==> src/rtl/issue_controller_pkg.sv <==
// issue_controller_pkg: shared processor types for the issue stage.
package issue_controller_pkg;

    typedef enum logic [2:0] {LD, OUT, ADD, SUB, NOP} opc_t;

    typedef enum logic [2:0] {R0 = 3'd0, R1 = 3'd1, R2 = 3'd2, R3 = 3'd3, IMM = 3'd4} src_t;

    typedef struct packed {
        opc_t       opcode;
        logic [7:0] imm;
        src_t       src1;
        src_t       src2;
        src_t       dst;
    } instr_t;

    function automatic logic writes_dst(opc_t op);
        return op inside {LD, ADD, SUB};
    endfunction

endpackage

==> src/rtl/issue_scoreboard.sv <==
// issue_scoreboard: per-register countdown of cycles until an issued write lands.
module issue_scoreboard #(
    parameter int NUM_REGS   = 4,
    parameter int PIPE_DEPTH = 3
) (
    input  logic                        clock,
    input  logic                        reset,
    input  logic                        set_en,
    input  logic [$clog2(NUM_REGS)-1:0] set_reg,
    output logic [NUM_REGS-1:0]         busy
);
    localparam int RW = $clog2(NUM_REGS);
    localparam int CW = $clog2(PIPE_DEPTH + 1);

    for (genvar r = 0; r < NUM_REGS; r++) begin : g_reg
        logic [CW-1:0] sb;
        // a fresh write outranks the countdown of an older one
        always_ff @(posedge clock or negedge reset)
            if (!reset)
                sb <= '0;
            else
                sb <= (set_en && set_reg == RW'(r)) ? CW'(PIPE_DEPTH) :
                      (sb != '0) ? sb - CW'(1) : sb;
        assign busy[r] = sb != '0;
    end

endmodule

==> src/rtl/issue_controller.sv <==
// issue_controller: in-order issue queue that holds back instructions with RAW hazards.
module issue_controller
    import issue_controller_pkg::*;
#(
    parameter int NUM_REGS    = 4,
    parameter int PIPE_DEPTH  = 3,
    parameter int QUEUE_DEPTH = 2,
    parameter int CNT_W       = 16
) (
    input  logic             clock,
    input  logic             reset,
    input  logic             instv,
    output logic             in_ready,
    input  opc_t             opcode,
    input  logic [7:0]       imm,
    input  src_t             src1,
    input  src_t             src2,
    input  src_t             dst,
    input  logic             flush,
    input  logic             issue_ready,
    output logic             issue_valid,
    output opc_t             issue_opcode,
    output logic [7:0]       issue_imm,
    output src_t             issue_src1,
    output src_t             issue_src2,
    output src_t             issue_dst,
    output logic [CNT_W-1:0] stall_count,
    output logic [CNT_W-1:0] issued_count
);
    localparam int RW = $clog2(NUM_REGS);
    localparam int PW = QUEUE_DEPTH > 1 ? $clog2(QUEUE_DEPTH) : 1;
    localparam int OW = $clog2(QUEUE_DEPTH + 1);

    instr_t              q [QUEUE_DEPTH];
    logic [PW-1:0]       rd_ptr, wr_ptr;
    logic [OW-1:0]       occ;
    instr_t              head;
    logic [NUM_REGS-1:0] busy;
    logic                present, hazard, push, pop, set_en;

    assign present     = occ != '0;
    assign head        = present ? q[rd_ptr] : '0;
    assign hazard      = present && ((head.src1 < IMM && busy[head.src1[RW-1:0]]) ||
                                     (head.src2 < IMM && busy[head.src2[RW-1:0]]));
    assign issue_valid = present && !hazard && !flush;
    assign in_ready    = occ < OW'(QUEUE_DEPTH) && !flush;
    assign push        = instv && in_ready;
    assign pop         = issue_valid && issue_ready;
    assign set_en      = pop && writes_dst(head.opcode) && head.dst < IMM;

    assign issue_opcode = head.opcode;
    assign issue_imm    = head.imm;
    assign issue_src1   = head.src1;
    assign issue_src2   = head.src2;
    assign issue_dst    = head.dst;

    always_ff @(posedge clock)
        if (push) q[wr_ptr] <= '{opcode, imm, src1, src2, dst};

    always_ff @(posedge clock or negedge reset)
        if (!reset) begin
            rd_ptr       <= '0;
            wr_ptr       <= '0;
            occ          <= '0;
            stall_count  <= '0;
            issued_count <= '0;
        end else begin
            rd_ptr <= flush ? '0 : !pop ? rd_ptr : rd_ptr == PW'(QUEUE_DEPTH - 1) ? '0 : rd_ptr + PW'(1);
            wr_ptr <= flush ? '0 : !push ? wr_ptr : wr_ptr == PW'(QUEUE_DEPTH - 1) ? '0 : wr_ptr + PW'(1);
            occ    <= flush ? '0 : occ + OW'(push) - OW'(pop);
            if (hazard && !flush && ~&stall_count) stall_count <= stall_count + CNT_W'(1);
            if (pop && ~&issued_count) issued_count <= issued_count + CNT_W'(1);
        end

    issue_scoreboard #(.NUM_REGS(NUM_REGS), .PIPE_DEPTH(PIPE_DEPTH)) u_sb (
        .clock  (clock),
        .reset  (reset),
        .set_en (set_en),
        .set_reg(head.dst[RW-1:0]),
        .busy   (busy)
    );

endmodule

==> config.mk <==
export PLATFORM = sky130hd
export DESIGN_NAME = issue_controller
export DESIGN_NICKNAME = d
export VERILOG_FILES = /design/src/rtl/issue_controller_pkg.sv /design/src/rtl/issue_scoreboard.sv /design/src/rtl/issue_controller.sv
export SDC_FILE = /design/constraint.sdc
export NUM_CORES = 1
export LEC_CHECK = 0
export BUFFER_PORTS_ARGS = -buffer_cell sky130_fd_sc_hd__buf_2
export CAP_MARGIN = 20
export CORE_MARGIN = 4
export CORE_UTILIZATION = 30
export CTS_CLUSTER_DIAMETER = 60
export CTS_CLUSTER_SIZE = 16
export DETAILED_ROUTE_END_ITERATION = 8
export GPL_TIMING_DRIVEN = 0
export SLEW_MARGIN = 20
export SYNTH_ARGS = -nofsm -noshare
export SYNTH_HDL_FRONTEND = slang
export SYNTH_SLANG_ARGS = --single-unit
==> constraint.sdc <==
create_clock -name clock -period 6.5 [get_ports clock]
set_input_delay 0.325 -clock clock [delete_from_list [all_inputs] [get_ports clock]]
set_output_delay 0.325 -clock clock [all_outputs]
set_load 0.01 [all_outputs]
==> run summary, run 1 <==
R2R setup slack = 3.61 ns
post-route ant nets = 0
CP Max Fanout = 10
# port buffers = 78
Starting Density = 31.1%
Slowest-stage cell, CP = clkbuf_1
crit-path cells = nor2_2, clkbuf_1, clkbuf_1, buf_1, nor2_1, buf_2
area growth from synthesis to layout = 22.8%
critical path capture point type = output pin
Top Layer Used = met4
RR Startpoint = occ[1]$_DFF_PN0_
Clock Tree Root = clkbuf_16
worst slew pin tran = 1.07 ns
syn_nets = 359
Die ar. = 0.0151 mm^2
Cells after Synth = 326
Setup WS post-layout = 3.49 ns
RD Place Congestion = 0.784
cts bufs inserted = 9
Core ar. = 0.0128 mm^2
RSZ-0062 raised after global routing = false
Remaining Overflow, GRT = 0
CP Class = reg2out
DP Worst Slack = 3.62 ns
H-tree depth = 3
TritonCTS clock tree = built
Synth async-reset ratio = 52.4%
fin crit share = 46.4%
Clk Latency, worst-skew pair = 0.34 ns
post-CTS setup buffer count = 0
final hold slack = -0.0262 ns
overall power = 1.56 mW
DR pass1 iterations = 4
share of cells above drive strength 1 = 28.5%
Synth cell types = 49
Ys Warns = 0
initial antenna violation count = 0
CTS Sinks = 84
Final setup viols = 0
crit path DAT = 2.69 ns
DRT Wirelength = 8.95 mm
skew final = 0.00866 ns
post-CTS sizing = 0
Horiz. Die Dim = 123 um
max_cap viols = 0
Die H = 123 um
startpoint types = register
Final nets = 449
leakage = 2.06 nW
Most used DFF post-synth = dfrtp_1
Worst Hold Class = in2async
Vias = 2835
Worst-path clk slew = 0.06 ns
maximum vdd drop = 0.176 mV
clock tree buffer depth = 2
most common cell after layout, fill and taps aside = buf_2
Avg Inst Size Synth = 12.2 um^2
number of synthesized register bits = 84
number of flops mapped to enable cells by yosys = 40
All-Layer GR Usage = 12.6%
global-route wire length before repair = 14.6 mm
leading cell types in the layout, fill and taps excluded = buf_2, dfrtp_1, edfxtp_1
most used cell, CP = clkbuf_1
Diodes inserted = 0
Netlist Area Pre-Place = 0.00397 mm^2
post-DP HPWL = 6.36 mm
met3 WL = 299 um
Top Ports = 79
largest net degree at the start of global routing = 45
DR WL/cell = 15.1 um
Register-to-Register Path Depth = 11
outcome = complete, but fails checks
Fin Setup TNS = 0 ns
hold-fix buffers at CTS = 0
worst reg2reg endpoint = occ[1]$_DFF_PN0_
drc violations = 0
Slew Viols, Final = 0
Worst EP required = 6.17 ns
Worst slew margin = 28.8%
fill cell count = 1239
Vias/cell = 4.78
violated checks = negative hold slack
Iteration-0 DRC Markers = 139
Final Hold Vio Count = 26
part of the Yosys area used for sequential elements = 58.0%
number of global-route vias before repair = 2893
met2 wire length = 4.52 mm
Cell Rows = 41
Fmax = 332 MHz
crit path time final = 3.01 ns
met1 WL = 3.95 mm
crit-path max cell delay = 0.48 ns
PwrDens = 320 mW/mm^2
==> cell type report <==
| type | instances | area [um^2] | share of cell area, % |
|---|---|---|---|
| sequential | 84 | 2300 | 47.2 |
| multi-input combinational | 218 | 1550 | 31.7 |
| timing repair buffer | 79 | 404 | 8.29 |
| clock buffer | 12 | 258 | 5.29 |
| tap | 172 | 215 | 4.41 |
| buffer | 11 | 75.1 | 1.54 |
| inverter | 13 | 48.8 | 1.00 |
| clock inverter | 4 | 25.0 | 0.513 |
==> worst max-delay path: cells and delay by family, from the launching register on <==
kind / cells / cell delay (ns)
buffers and inverters: 4 / 1.50
flip-flops: 1 / 0.44
AND/OR/NAND/NOR: 2 / 0.40
==> per-layer routing <==
metal / vias to the layer above / GRT usage, %
li1: 1363 / -
met1: 1410 / 15.5
met2: 51 / 20.8
met3: 11 / 3.29
met4: 0 / 5.67
met5: - / 0
==> state kept, by name, summed over array words and instances, names as in the netlist <==
| register | flops |
|---|---|
| rd_ptr | 1 |
| u_sb.g.sb | 8 |
| occ | 2 |
| q | 40 |
| wr_ptr | 1 |
| issued_count | 16 |
| stall_count | 16 |
==> logic make-up (layout without fill, tap and decap cells) <==
kind of cell / count (synthesis) / in the layout / share of synthesized area, %
XOR/XNOR: 33 / 33 / 7.28
AO/OA/AOI/OAI: 36 / 36 / 7.47
adder cells (fa/ha/maj): 8 / 8 / 2.52
flip-flops: 84 / 84 / 58.0
multiplexers: 28 / 28 / 7.37
AND/OR/NAND/NOR: 113 / 113 / 14.2
buffers and inverters: 24 / 119 / 3.12
==> report_power, final <==
part	total [mW]	internal (mW)	switching, mW
sequential	0.669	0.624	0.0447
combinational	0.397	0.171	0.226
clock	0.492	0.281	0.211
==> stage by stage <==
step	instances	instance area, um^2	util (%)
3_3_place_gp	576	4580	35.8
2_1_floorplan	326	3970	-
5_1_grt	593	4870	38.2
4_1_cts	593	4870	38.1
3_5_place_dp	577	4590	35.9
6_report	593	4870	38.2
==> synthesized netlist by cell type (4+ instances only) <==
library cell,count,area (um^2)
nor2_1,34,128
nand2_1,19,71.3
clkbuf_1,5,18.8
nor3_1,8,40.0
mux2i_1,20,200
dfrtp_1,44,1100
xor2_1,10,87.6
xnor2_1,23,201
nand3_1,15,75.1
nand4_1,7,43.8
nor4_1,4,25.0
and2_1,4,25.0
edfxtp_1,40,1200
and3_1,7,43.8
o21ai_0,6,30.0
ha_1,8,100
mux2_2,7,78.8
inv_1,13,48.8
==> worst max path at each step <==
| stage | from | to | slack (ns) | cells after the start |
|---|---|---|---|---|
| after global placement | occ[1]$_DFF_PN0_ | occ[1]$_DFF_PN0_ | 3.65 | 11 |
| after floorplan | rd_ptr$_DFFE_PN0P_ | occ[1]$_DFF_PN0_ | 4.04 | 12 |
| after CTS | occ[1]$_DFF_PN0_ | issue_src2[0] | 3.40 | 6 |
| after detailed placement | occ[1]$_DFF_PN0_ | occ[1]$_DFF_PN0_ | 3.62 | 11 |
| final | occ[1]$_DFF_PN0_ | issue_src1[0] | 3.49 | 6 |
| after global routing | occ[1]$_DFF_PN0_ | issue_src1[1] | 3.25 | 6 |
(Power assumes the default switching activity.)
==> inputs of run 2 (changes only) <==
Clock period 6.5 ns to 3.1 ns, I/O delays scaled along.
==> run summary, run 2 (synthesis results as in run 1) <==
maximum vdd drop = 0.375 mV
leakage = 2.13 nW
max_cap viols = 0
number of global-route vias before repair = 2959
RD Place Congestion = 0.784
overall power = 3.30 mW
Core ar. = 0.0128 mm^2
Area after DPL = 0.00459 mm^2
Worst EP required = 2.94 ns
outcome = finished, final reports clean
TritonCTS clock tree = built
Die H = 123 um
met3 WL = 360 um
Fin Setup TNS = 0 ns
Final setup viols = 0
Die ar. = 0.0151 mm^2
Post-Place Cells = 577
Clk Latency, worst-skew pair = 0.34 ns
leading cell types in the layout, fill and taps excluded = buf_2, dfrtp_1, edfxtp_1
Worst slew margin = 30.1%
Clock Tree Root = clkbuf_16
post-route ant nets = 0
skew final = 0.00830 ns
Starting Density = 31.1%
fin crit share = 91.1%
Vias/cell = 4.74
worst slew pin tran = 1.05 ns
Final Hold Vio Count = 0
met1 WL = 4.03 mm
Vias = 2901
DR WL/cell = 14.8 um
H-tree depth = 3
# port buffers = 78
clock tree buffer depth = 2
Iteration-0 DRC Markers = 123
All-Layer GR Usage = 12.8%
Setup WS post-layout = 0.276 ns
drc violations = 0
Top Layer Used = met4
Remaining Overflow, GRT = 0
DRT Wirelength = 9.09 mm
cts bufs inserted = 9
largest register by flop count = q
most common cell after layout, fill and taps aside = buf_2
Worst Hold Class = in2reg
CP Class = reg2out
crit path DAT = 2.67 ns
met2 wire length = 4.52 mm
RSZ-0062 raised after global routing = false
Diodes inserted = 0
biggest registers after layout = q: 40 flops, issued_count: 16 flops, stall_count: 16 flops
Post-Layout Cell Count = 612
PwrDens = 650 mW/mm^2
CTS Sinks = 84
Top Ports = 79
initial antenna violation count = 0
CP Max Fanout = 10
post-DP HPWL = 6.36 mm
flip-flop count of the largest register after layout = 40
largest net degree at the start of global routing = 45
crit path time final = 2.82 ns
area growth from synthesis to layout = 27.8%
DP Worst Slack = 0.219 ns
Cell Rows = 41
Fmax = 354 MHz
final hold slack = 0.0140 ns
global-route wire length before repair = 14.9 mm
final core utilization = 39.7%
DR pass1 iterations = 4
Slew Viols, Final = 0
critical path capture point type = output pin
Worst-path clk slew = 0.06 ns
Final nets = 468
Finished Cell Area = 0.00507 mm^2
Horiz. Die Dim = 123 um
share of cells above drive strength 1 = 27.3%
fill cell count = 1222
startpoint types = register
-- run 2: changes by cell type in the layout (fill, tap and decap cells not counted), sizes merged --
cell	before	now
dlygate4sd3	0	19
-- run 2: what timing repair did --
| item | 4_1_cts | 5_1_grt |
|---|---|---|
| hold buffers | 18 | 1 |
| buffers inserted | 0 | 0 |
| endpoints found under the setup margin | 0 | 1 |
| resized for setup | 0 | 1 |
| hold endpoints to repair | 36 | 44 |
-- run 2: critical path: stages, from the launching register on --
cell and delay (ns):
dfrtp_1 0.44, nor2_2 0.27, clkbuf_1 0.38, clkbuf_1 0.47, buf_1 0.46, nor2_1 0.13
buf_2 0.17
-- run 2: layout make-up --
type	instances	area [um^2]	area share, %
Clock buffer	12	258	5.08
Buffer	11	75.1	1.48
Tap cell	172	215	4.24
Inverter	13	48.8	0.962
Clock inverter	4	25.0	0.493
Sequential cell	84	2300	45.4
Timing Repair Buffer	98	594	11.7
Multi-Input combinational cell	218	1550	30.6
-- run 2: layer usage --
| metal | vias up | GRT usage, % |
|---|---|---|
| li1 | 1404 | - |
| met1 | 1418 | 15.7 |
| met2 | 67 | 21.3 |
| met3 | 12 | 3.29 |
| met4 | 0 | 5.67 |
| met5 | - | 0 |
-- run 2: worst paths after layout --
path	slack, ns	end	startpoint	cells after the start
max reg2reg	0.35	occ[1]$_DFF_PN0_	occ[1]$_DFF_PN0_	11
min	0.01	q[1][0]$_DFFE_PP_	dst[0]	1
min in group asynchronous	0.35	issued_count[8]$_DFFE_PN0P_	reset	2
max in group asynchronous	2.34	u_sb.g_reg[3].sb[1]$_DFFE_PN0P_	reset	2
min reg2reg	0.49	issued_count[5]$_DFFE_PN0P_	issued_count[5]$_DFFE_PN0P_	1
max	0.28	issue_src2[0]	occ[1]$_DFF_PN0_	6
-- run 2: report_power, final --
part / total [mW] / internal, mW / leakage, nW / switching [mW]
sequential: 1.40 / 1.31 / 0.945 / 0.0940
combinational: 0.863 / 0.379 / 1.05 / 0.484
clock: 1.03 / 0.590 / 0.134 / 0.443
total: 3.30 / 2.28 / 2.13 / 1.02
